## src/rtl/byte_mem_burst_ctrl.sv

```systemverilog
`default_nettype none
// ============================================================================
// Module  : byte_mem_burst_ctrl
// Brief   : Burst sequencer in front of a byte-banked memory with a busy handshake
// Revision: 1.0
// ============================================================================
module byte_mem_burst_ctrl #(
   parameter int ADDR_W     = 32,
   parameter int DATA_W     = 32,
   parameter int STRB_W     = 4,
   parameter int BURST_BITS = 2,
   parameter int TIMEOUT    = 15
) (
   input  logic                  clk,
   input  logic                  reset,
   input  logic                  req_valid,
   output logic                  req_ready,
   input  logic [ADDR_W-1:0]     req_addr,
   input  logic                  req_wr,
   input  logic [STRB_W-1:0]     req_strb,
   input  logic [BURST_BITS-1:0] req_len,
   input  logic                  wr_valid,
   output logic                  wr_ready,
   input  logic [DATA_W-1:0]     wr_data,
   output logic                  rd_valid,
   input  logic                  rd_ready,
   output logic [DATA_W-1:0]     rd_data,
   output logic                  rd_last,
   output logic                  done,
   output logic                  err,
   output logic [ADDR_W-1:0]     mem_addr,
   output logic [DATA_W-1:0]     mem_data_in,
   output logic [STRB_W-1:0]     mem_strb,
   output logic                  mem_wr,
   output logic [BURST_BITS-1:0] mem_burst_len,
   input  logic                  mem_busy,
   input  logic [DATA_W-1:0]     mem_data_out
);

   localparam int c_TW = $clog2(TIMEOUT + 1);
   localparam logic [ADDR_W-1:0] c_ALIGN_MASK = ~ADDR_W'(STRB_W - 1);

   localparam logic [2:0] c_IDLE  = 3'd0;
   localparam logic [2:0] c_WBEAT = 3'd1;
   localparam logic [2:0] c_ISSUE = 3'd2;
   localparam logic [2:0] c_WAIT  = 3'd3;
   localparam logic [2:0] c_RDOUT = 3'd4;

   logic [2:0]            r_state;
   logic [ADDR_W-1:0]     r_addr;
   logic [DATA_W-1:0]     r_wdata;
   logic [DATA_W-1:0]     r_rdata;
   logic [STRB_W-1:0]     r_strb;
   logic                  r_wr;
   logic [BURST_BITS-1:0] r_len;
   logic [BURST_BITS-1:0] r_cnt;
   logic [c_TW-1:0]       r_tcnt;
   logic                  r_done;
   logic                  r_err;

   logic                  w_beat_done;
   logic                  w_abort;
   logic                  w_last;

   assign w_last = (r_cnt == r_len);

   // r_tcnt==0 in WAIT means busy has not been observed yet for this beat
   always_comb begin
      w_beat_done = 1'b0;
      w_abort     = 1'b0;
      case (r_state)
         c_WBEAT: w_beat_done = wr_valid && (r_strb == '0);
         c_WAIT: begin
            if (!mem_busy) begin
               if (r_tcnt == '0)
                  w_abort = 1'b1;
               else if (r_wr)
                  w_beat_done = 1'b1;
            end else if (r_tcnt == c_TW'(TIMEOUT)) begin
               w_abort = 1'b1;
            end
         end
         c_RDOUT: w_beat_done = rd_ready;
         default: ;
      endcase
   end

   always_ff @(posedge clk or posedge reset) begin
      if (reset) begin
         r_state <= c_IDLE;
         r_addr  <= '0;
         r_wdata <= '0;
         r_rdata <= '0;
         r_strb  <= '0;
         r_wr    <= 1'b0;
         r_len   <= '0;
         r_cnt   <= '0;
         r_tcnt  <= '0;
         r_done  <= 1'b0;
         r_err   <= 1'b0;
      end else begin
         r_done <= 1'b0;
         r_err  <= 1'b0;
         if (r_state == c_WBEAT && wr_valid)
            r_wdata <= wr_data;
         if (w_abort) begin
            r_done  <= 1'b1;
            r_err   <= 1'b1;
            r_state <= c_IDLE;
         end else if (w_beat_done) begin
            if (w_last) begin
               r_done  <= 1'b1;
               r_state <= c_IDLE;
            end else begin
               r_cnt   <= r_cnt + BURST_BITS'(1);
               r_addr  <= r_addr + ADDR_W'(STRB_W);
               r_state <= r_wr ? c_WBEAT : c_ISSUE;
            end
         end else begin
            case (r_state)
               c_IDLE: begin
                  if (req_valid) begin
                     r_addr  <= req_addr & c_ALIGN_MASK;
                     r_wr    <= req_wr;
                     r_strb  <= req_strb;
                     r_len   <= req_len;
                     r_cnt   <= '0;
                     r_state <= req_wr ? c_WBEAT : c_ISSUE;
                  end
               end
               c_WBEAT: begin
                  if (wr_valid)
                     r_state <= c_ISSUE;
               end
               c_ISSUE: begin
                  r_tcnt  <= '0;
                  r_state <= c_WAIT;
               end
               c_WAIT: begin
                  if (mem_busy) begin
                     r_tcnt <= r_tcnt + c_TW'(1);
                  end else begin
                     r_rdata <= mem_data_out;
                     r_state <= c_RDOUT;
                  end
               end
               c_RDOUT: ;
               default: r_state <= c_IDLE;
            endcase
         end
      end
   end

   assign req_ready     = (r_state == c_IDLE);
   assign wr_ready      = (r_state == c_WBEAT);
   assign rd_valid      = (r_state == c_RDOUT);
   assign rd_last       = (r_state == c_RDOUT) && w_last;
   assign rd_data       = r_rdata;
   assign done          = r_done;
   assign err           = r_err;
   assign mem_addr      = r_addr;
   assign mem_data_in   = r_wdata;
   assign mem_wr        = r_wr;
   assign mem_burst_len = r_len;
   assign mem_strb      = (r_state == c_ISSUE) ? (r_wr ? r_strb : '1) : '0;

endmodule
`default_nettype wire

```

## config.mk

```make
export PLATFORM = sky130hd
export DESIGN_NAME = byte_mem_burst_ctrl
export DESIGN_NICKNAME = d
export VERILOG_FILES = /design/src/rtl/byte_mem_burst_ctrl.sv
export SDC_FILE = /design/constraint.sdc
export NUM_CORES = 1
export LEC_CHECK = 0
export ABC_AREA = 0
export CAP_MARGIN = 10
export CORE_ASPECT_RATIO = 1.5
export CORE_MARGIN = 2
export CORE_UTILIZATION = 44
export CTS_CLUSTER_SIZE = 12
export DETAILED_ROUTE_END_ITERATION = 10
export PLACE_DENSITY = 0.81
export SLEW_MARGIN = 15
export SYNTH_ARGS = -nofsm -noshare
export SYNTH_HDL_FRONTEND = slang
export SYNTH_SLANG_ARGS = --single-unit
export TNS_END_PERCENT = 20
```

## constraint.sdc

```tcl
create_clock -name clk -period 4.5 [get_ports clk]
set_clock_uncertainty 0.15 [all_clocks]
set_input_delay 0.45 -clock clk [delete_from_list [all_inputs] [get_ports clk]]
set_output_delay 0.45 -clock clk [all_outputs]
set_load 0.005 [all_outputs]
```

==> flow_summary.html <==
<table>
<tr><th>Metric</th><th>Value</th></tr>
<tr><th colspan="2">Status</th></tr>
<tr><td>Outcome</td><td>finished, final reports clean</td></tr>
<tr><th colspan="2">Place</th></tr>
<tr><td>Sum of net half-perimeters after detailed placement</td><td>11510 um</td></tr>
<tr><td>Placed cell count</td><td>822</td></tr>
<tr><td>Routability Congestion</td><td>between 0.8 and 0.9</td></tr>
<tr><td>Port-buffer cells</td><td>between 200 and 250</td></tr>
<tr><td>Minimum setup slack after placement</td><td>1.248 ns</td></tr>
<tr><th colspan="2">Worst setup path</th></tr>
<tr><td>Ordered list of cells on the worst path</td><td>inv_1, ha_1, or3b_4, and3_1, nor2_8, and3_4, mux2_2</td></tr>
<tr><td>Standard cell with the maximum stage delay on the critical path</td><td>sky130_fd_sc_hd__and3_4</td></tr>
<tr><td>Capture instance of the worst register-to-register path</td><td>rd_data[29]</td></tr>
<tr><td>Critical path class</td><td>flip-flop to flip-flop</td></tr>
<tr><td>Slowest stage delay, CP</td><td>roughly 0.63 ns</td></tr>
<tr><td>Start of the worst register-to-register path</td><td>r_tcnt[0]</td></tr>
<tr><td>Endpoint type of the worst setup path</td><td>flip-flop</td></tr>
<tr><td>Data arrival time of the critical path</td><td>between 3 and 4 ns</td></tr>
<tr><td>Worst-case reg-to-reg path depth</td><td>7</td></tr>
<tr><td>Setup slack of the most critical reg-to-reg path</td><td>1.49 ns</td></tr>
<tr><td>WP data required</td><td>between 4 and 5 ns</td></tr>
<tr><td>Type of origin of the critical path</td><td>flip-flop</td></tr>
<tr><td>Worst Path Max Fanout</td><td>33</td></tr>
<tr><th colspan="2">Timing</th></tr>
<tr><td>Worst hold slack after final layout</td><td>around 0.36 ns</td></tr>
<tr><td>Fmax</td><td>between 0.3 and 0.4 GHz</td></tr>
<tr><td>Min Clock Period, post-route</td><td>between 3 and 4 ns</td></tr>
<tr><td>Aggregate negative setup slack</td><td>0 ns</td></tr>
<tr><td>Final WS setup</td><td>1.489 ns</td></tr>
<tr><td>Slew of the pin with the lowest slew margin</td><td>1.010 ns</td></tr>
<tr><td>Number of setup violations in the final report</td><td>0</td></tr>
<tr><td>Relative slew slack</td><td>roughly 33%</td></tr>
<tr><td>Max-slew violation total from the final report</td><td>0</td></tr>
<tr><td>RSZ-0062 raised after global routing</td><td>false</td></tr>
<tr><td>Fin crit share</td><td>between 60% and 70%</td></tr>
<tr><td>Hold Vio Cnt, Final</td><td>0</td></tr>
<tr><th colspan="2">Power and ir drop</th></tr>
<tr><td>Share of total power in the clock network</td><td>~17%</td></tr>
<tr><td>Combinational Power Share</td><td>a little under half</td></tr>
<tr><td>Standby leakage power</td><td>3.291 nW</td></tr>
<tr><td>Power Internal</td><td>between 3 and 4 mW</td></tr>
<tr><td>Power density relative to cell area</td><td>666.2 nW/um^2</td></tr>
<tr><td>Flop pwr share</td><td>36.0%</td></tr>
<tr><td>Worst vdd rail ir drop</td><td>0.3101 mV</td></tr>
<tr><td>Switch Pwr</td><td>around 1.8 mW</td></tr>
<tr><td>Sw frac</td><td>between 30% and 40%</td></tr>
<tr><th colspan="2">Drt</th></tr>
<tr><td>DRC violation total after the first TritonRoute iteration</td><td>214</td></tr>
<tr><td>Average detailed-routed wire length per instance</td><td>around 19 um</td></tr>
<tr><td>Post-detailed-route DRC marker count</td><td>0</td></tr>
<tr><td>Total detailed-routing wirelength</td><td>around 16000 um</td></tr>
<tr><td>Vias per Instance</td><td>5.513</td></tr>
<tr><td>Total via count in the routed design</td><td>about 4600</td></tr>
<tr><td>1st-pass router iterations</td><td>5</td></tr>
<tr><td>Post-route antenna net violation count</td><td>0</td></tr>
<tr><th colspan="2">CTS</th></tr>
<tr><td>CTS tree</td><td>yes</td></tr>
<tr><td>Gates resized, CTS repair</td><td>0</td></tr>
<tr><td>H-tree lvl count</td><td>3</td></tr>
<tr><td>Root buf cell</td><td>sky130_fd_sc_hd__clkbuf_16</td></tr>
<tr><td>Clock-pin slew on the worst setup and hold paths</td><td>around 0.07 ns</td></tr>
<tr><td>Total clock buffers created by CTS</td><td>9</td></tr>
<tr><td>Setup bufs post-CTS</td><td>0</td></tr>
<tr><td>Post-cts hold buffer count</td><td>0</td></tr>
<tr><td>Maximum clock path buffer count</td><td>2</td></tr>
<tr><td>Clock Sinks</td><td>between 100 and 150</td></tr>
<tr><td>Latest clock arrival within the worst-skew pair</td><td>0.34 ns</td></tr>
<tr><th colspan="2">Yosys</th></tr>
<tr><td>Number of storage elements in the synthesis netlist</td><td>112</td></tr>
<tr><td>Share of the synthesized area in the top cell type</td><td>between 50% and 60%</td></tr>
<tr><td>Dominant cell type by area after synthesis</td><td>sky130_fd_sc_hd__dfrtp_1</td></tr>
<tr><td>Proportion of synthesized flip-flops having asynchronous set or reset</td><td>100.0%</td></tr>
<tr><td>Sequential fraction of the synthesis area</td><td>slightly above 50%</td></tr>
<tr><td>Summed instance area of the synthesized netlist</td><td>5495 um^2</td></tr>
<tr><td>Warnings, synthesis</td><td>0</td></tr>
<tr><td>Synthesized netlist cell count</td><td>around 480</td></tr>
<tr><td>EDFF count, synth</td><td>0</td></tr>
<tr><td>Most common flop cell mapped by yosys</td><td>sky130_fd_sc_hd__dfrtp_1</td></tr>
<tr><td>Count of different cell masters after synthesis</td><td>62</td></tr>
<tr><td>Biggest area contributors in the synthesized netlist</td><td>sky130_fd_sc_hd__dfrtp_1 51%, sky130_fd_sc_hd__mux2_4 7.9%, sky130_fd_sc_hd__mux2_2 7.6%, sky130_fd_sc_hd__nand2_1 2.5%, sky130_fd_sc_hd__nor2_1 2.3%</td></tr>
<tr><td>Mean instance size in the synthesized netlist</td><td>around 12 um^2</td></tr>
<tr><th colspan="2">Cells and area</th></tr>
<tr><td>Count of non-filler cells in the finished layout</td><td>838</td></tr>
<tr><td>Number of nets in the layout</td><td>789</td></tr>
<tr><td>Count of antenna diodes in the layout</td><td>0</td></tr>
<tr><td>Layout cell share with drive strength beyond 1</td><td>between 10% and 20%</td></tr>
<tr><td>Area growth from synthesis to layout</td><td>45.47%</td></tr>
<tr><td>Post-layout util</td><td>around two thirds</td></tr>
<tr><td>Number of fill cells in the layout</td><td>approximately 960</td></tr>
<tr><th colspan="2">Hold path</th></tr>
<tr><td>Type of the worst min-delay path</td><td>flip-flop to flip-flop</td></tr>
<tr><td>Endpoint of the worst hold path</td><td>rd_data[28]</td></tr>
<tr><td>Worst hold stages</td><td>1</td></tr>
<tr><td>Origin of the worst min-delay path</td><td>rd_data[28]</td></tr>
<tr><th colspan="2">Floorplanning</th></tr>
<tr><td>CORE AREA</td><td>roughly 12000 um^2</td></tr>
<tr><td>Total I/O pin count</td><td>218</td></tr>
<tr><td>Row count</td><td>50</td></tr>
<tr><td>Die Area</td><td>approximately 13000 um^2</td></tr>
<tr><td>Overall die width</td><td>between 90 and 100 um</td></tr>
<tr><td>Overall die height</td><td>140.9 um</td></tr>
<tr><td>Starting density of the core</td><td>44.59%</td></tr>
<tr><th colspan="2">Global route</th></tr>
<tr><td>Maximum number of pins on one net before global-route repair</td><td>just over 80</td></tr>
<tr><td>Aggregate global routing overflow</td><td>0</td></tr>
<tr><td>First-pass GRT wire length</td><td>24650 um</td></tr>
<tr><td>Total global routing track utilization</td><td>between 20% and 30%</td></tr>
<tr><td>Number of global-route vias before repair</td><td>~4800</td></tr>
<tr><td>Initial antenna violation count</td><td>0</td></tr>
<tr><th colspan="2">Run</th></tr>
<tr><td>Number of maximum-capacitance violations</td><td>0</td></tr>
</table>
==> layer usage <==
metal / wire length, um / global-route usage [%] / vias up
li1: - / - / 2148
met1: 5996 / 28.06 / 2276
met2: 8374 / 41.18 / 172
met3: 840 / 3.741 / 24
met4: 379 / 9.535 / 0
met5: 0 / 0 / -
==> power groups by stage <==
stage | registers, mW | logic (mW) | clock network (mW)
2_1_floorplan | 1.86 | 1.27 | 0
3_3_place_gp | 1.88 | 2.47 | 0
3_5_place_dp | 1.92 | 2.55 | 0
4_1_cts | 1.91 | 2.56 | 0.895
5_1_grt | 1.98 | 2.74 | 0.939
6_report | 1.91 | 2.53 | 0.876
==> Yosys cell counts (5+ instances only) <==
library cell                 n
sky130_fd_sc_hd__mux2_2     37
sky130_fd_sc_hd__inv_1      11
sky130_fd_sc_hd__mux2_4     29
sky130_fd_sc_hd__a311oi_1   12
sky130_fd_sc_hd__clkbuf_1    9
sky130_fd_sc_hd__dfrtp_1   112
sky130_fd_sc_hd__o22ai_1     7
sky130_fd_sc_hd__and4_1      5
sky130_fd_sc_hd__nand4_1     9
sky130_fd_sc_hd__a21oi_1    22
sky130_fd_sc_hd__nor3_1     10
sky130_fd_sc_hd__o21ai_0    13
sky130_fd_sc_hd__buf_2       7
sky130_fd_sc_hd__and3_1     11
sky130_fd_sc_hd__nor2_1     34
sky130_fd_sc_hd__nand3_1    13
sky130_fd_sc_hd__a211oi_1    9
sky130_fd_sc_hd__and2_1      7
sky130_fd_sc_hd__nand2_1    37
==> sequential cells by signal, indices dropped and copies added, names as in the netlist <==
name           count
done               1
err                1
mem_addr          30
mem_burst_len      2
mem_data_in       32
mem_wr             1
r_cnt              2
r_state            3
r_strb             4
r_tcnt             4
rd_data           32
==> metrics by stage <==
stage | cell area [um^2] | total power, mW
after CTS | 7994 | 5.363
after global routing | 7994 | 5.662
after detailed placement | 7665 | 4.467
final | 7994 | 5.325
after floorplan | 5499 | 3.124
after global placement | 7665 | 4.356
==> logic make-up (layout without fill, tap and decap cells) <==
family,after synthesis,in the layout,share of synthesized area (%)
adder cells (fa/ha/maj),3,3,0.6831
XOR/XNOR,2,2,0.3188
AO/OA/AOI/OAI,101,101,13.05
other,1,2,0.06824
flip-flops,112,112,51.00
AND/OR/NAND/NOR,150,150,14.73
buffers and inverters,38,244,4.280
multiplexers,68,68,15.87
==> critical path, delay by kind of cell (launching register included) <==
family	cells	cell delay [ns]
adder cells (fa/ha/maj)	1	0.18
buffers and inverters	1	0.11
flip-flops	1	0.41
multiplexers	1	0.41
AND/OR/NAND/NOR	4	1.60
==> worst max-delay path by stage <==
| stage | start | to | depth (start not counted) |
|---|---|---|---|
| 2_1_floorplan | reset | done | 1 |
| 3_3_place_gp | wr_valid | rd_data[28] | 7 |
| 3_5_place_dp | wr_valid | rd_data[29] | 7 |
| 4_1_cts | r_state[1] | rd_data[29] | 6 |
| 5_1_grt | r_tcnt[0] | rd_data[30] | 7 |
| 6_report | r_tcnt[0] | rd_data[29] | 7 |
==> cell usage in the layout (no fill, tap or decap), types with 4 or more instances in the layout <==
| cell | n |
|---|---|
| sky130_fd_sc_hd__nand4_1 | 9 |
| sky130_fd_sc_hd__nand2_1 | 37 |
| sky130_fd_sc_hd__nor3_1 | 10 |
| sky130_fd_sc_hd__o21a_1 | 4 |
| sky130_fd_sc_hd__a21o_1 | 4 |
| sky130_fd_sc_hd__mux2_4 | 29 |
| sky130_fd_sc_hd__mux2_2 | 37 |
| sky130_fd_sc_hd__nor4_1 | 4 |
| sky130_fd_sc_hd__and2_1 | 7 |
| sky130_fd_sc_hd__a211oi_1 | 9 |
| sky130_fd_sc_hd__nand3_1 | 13 |
| sky130_fd_sc_hd__clkbuf_16 | 9 |
| sky130_fd_sc_hd__a21oi_1 | 22 |
| sky130_fd_sc_hd__inv_1 | 10 |
| sky130_fd_sc_hd__buf_4 | 4 |
| sky130_fd_sc_hd__nor2_1 | 34 |
| sky130_fd_sc_hd__clkdlybuf4s50_1 | 213 |
| sky130_fd_sc_hd__a221oi_1 | 4 |
| sky130_fd_sc_hd__a311oi_1 | 12 |
| sky130_fd_sc_hd__o22ai_1 | 7 |
| sky130_fd_sc_hd__and3_1 | 11 |
| sky130_fd_sc_hd__and4_1 | 5 |
| sky130_fd_sc_hd__o21ai_0 | 13 |
| sky130_fd_sc_hd__dfrtp_1 | 112 |
==> area by class of cell <==
class | instances | area [um^2] | area share (%)
Inverter | 11 | 43.79 | 0.5478
Tap cell | 156 | 195.2 | 2.442
Timing Repair Buffer | 217 | 2162 | 27.05
Sequential cell | 112 | 2803 | 35.06
Clock buffer | 9 | 225.2 | 2.817
Multi-Input combinational cell | 326 | 2461 | 30.79
Clock inverter | 7 | 103.9 | 1.299
Note: power is estimated with default switching activity, not from simulation.
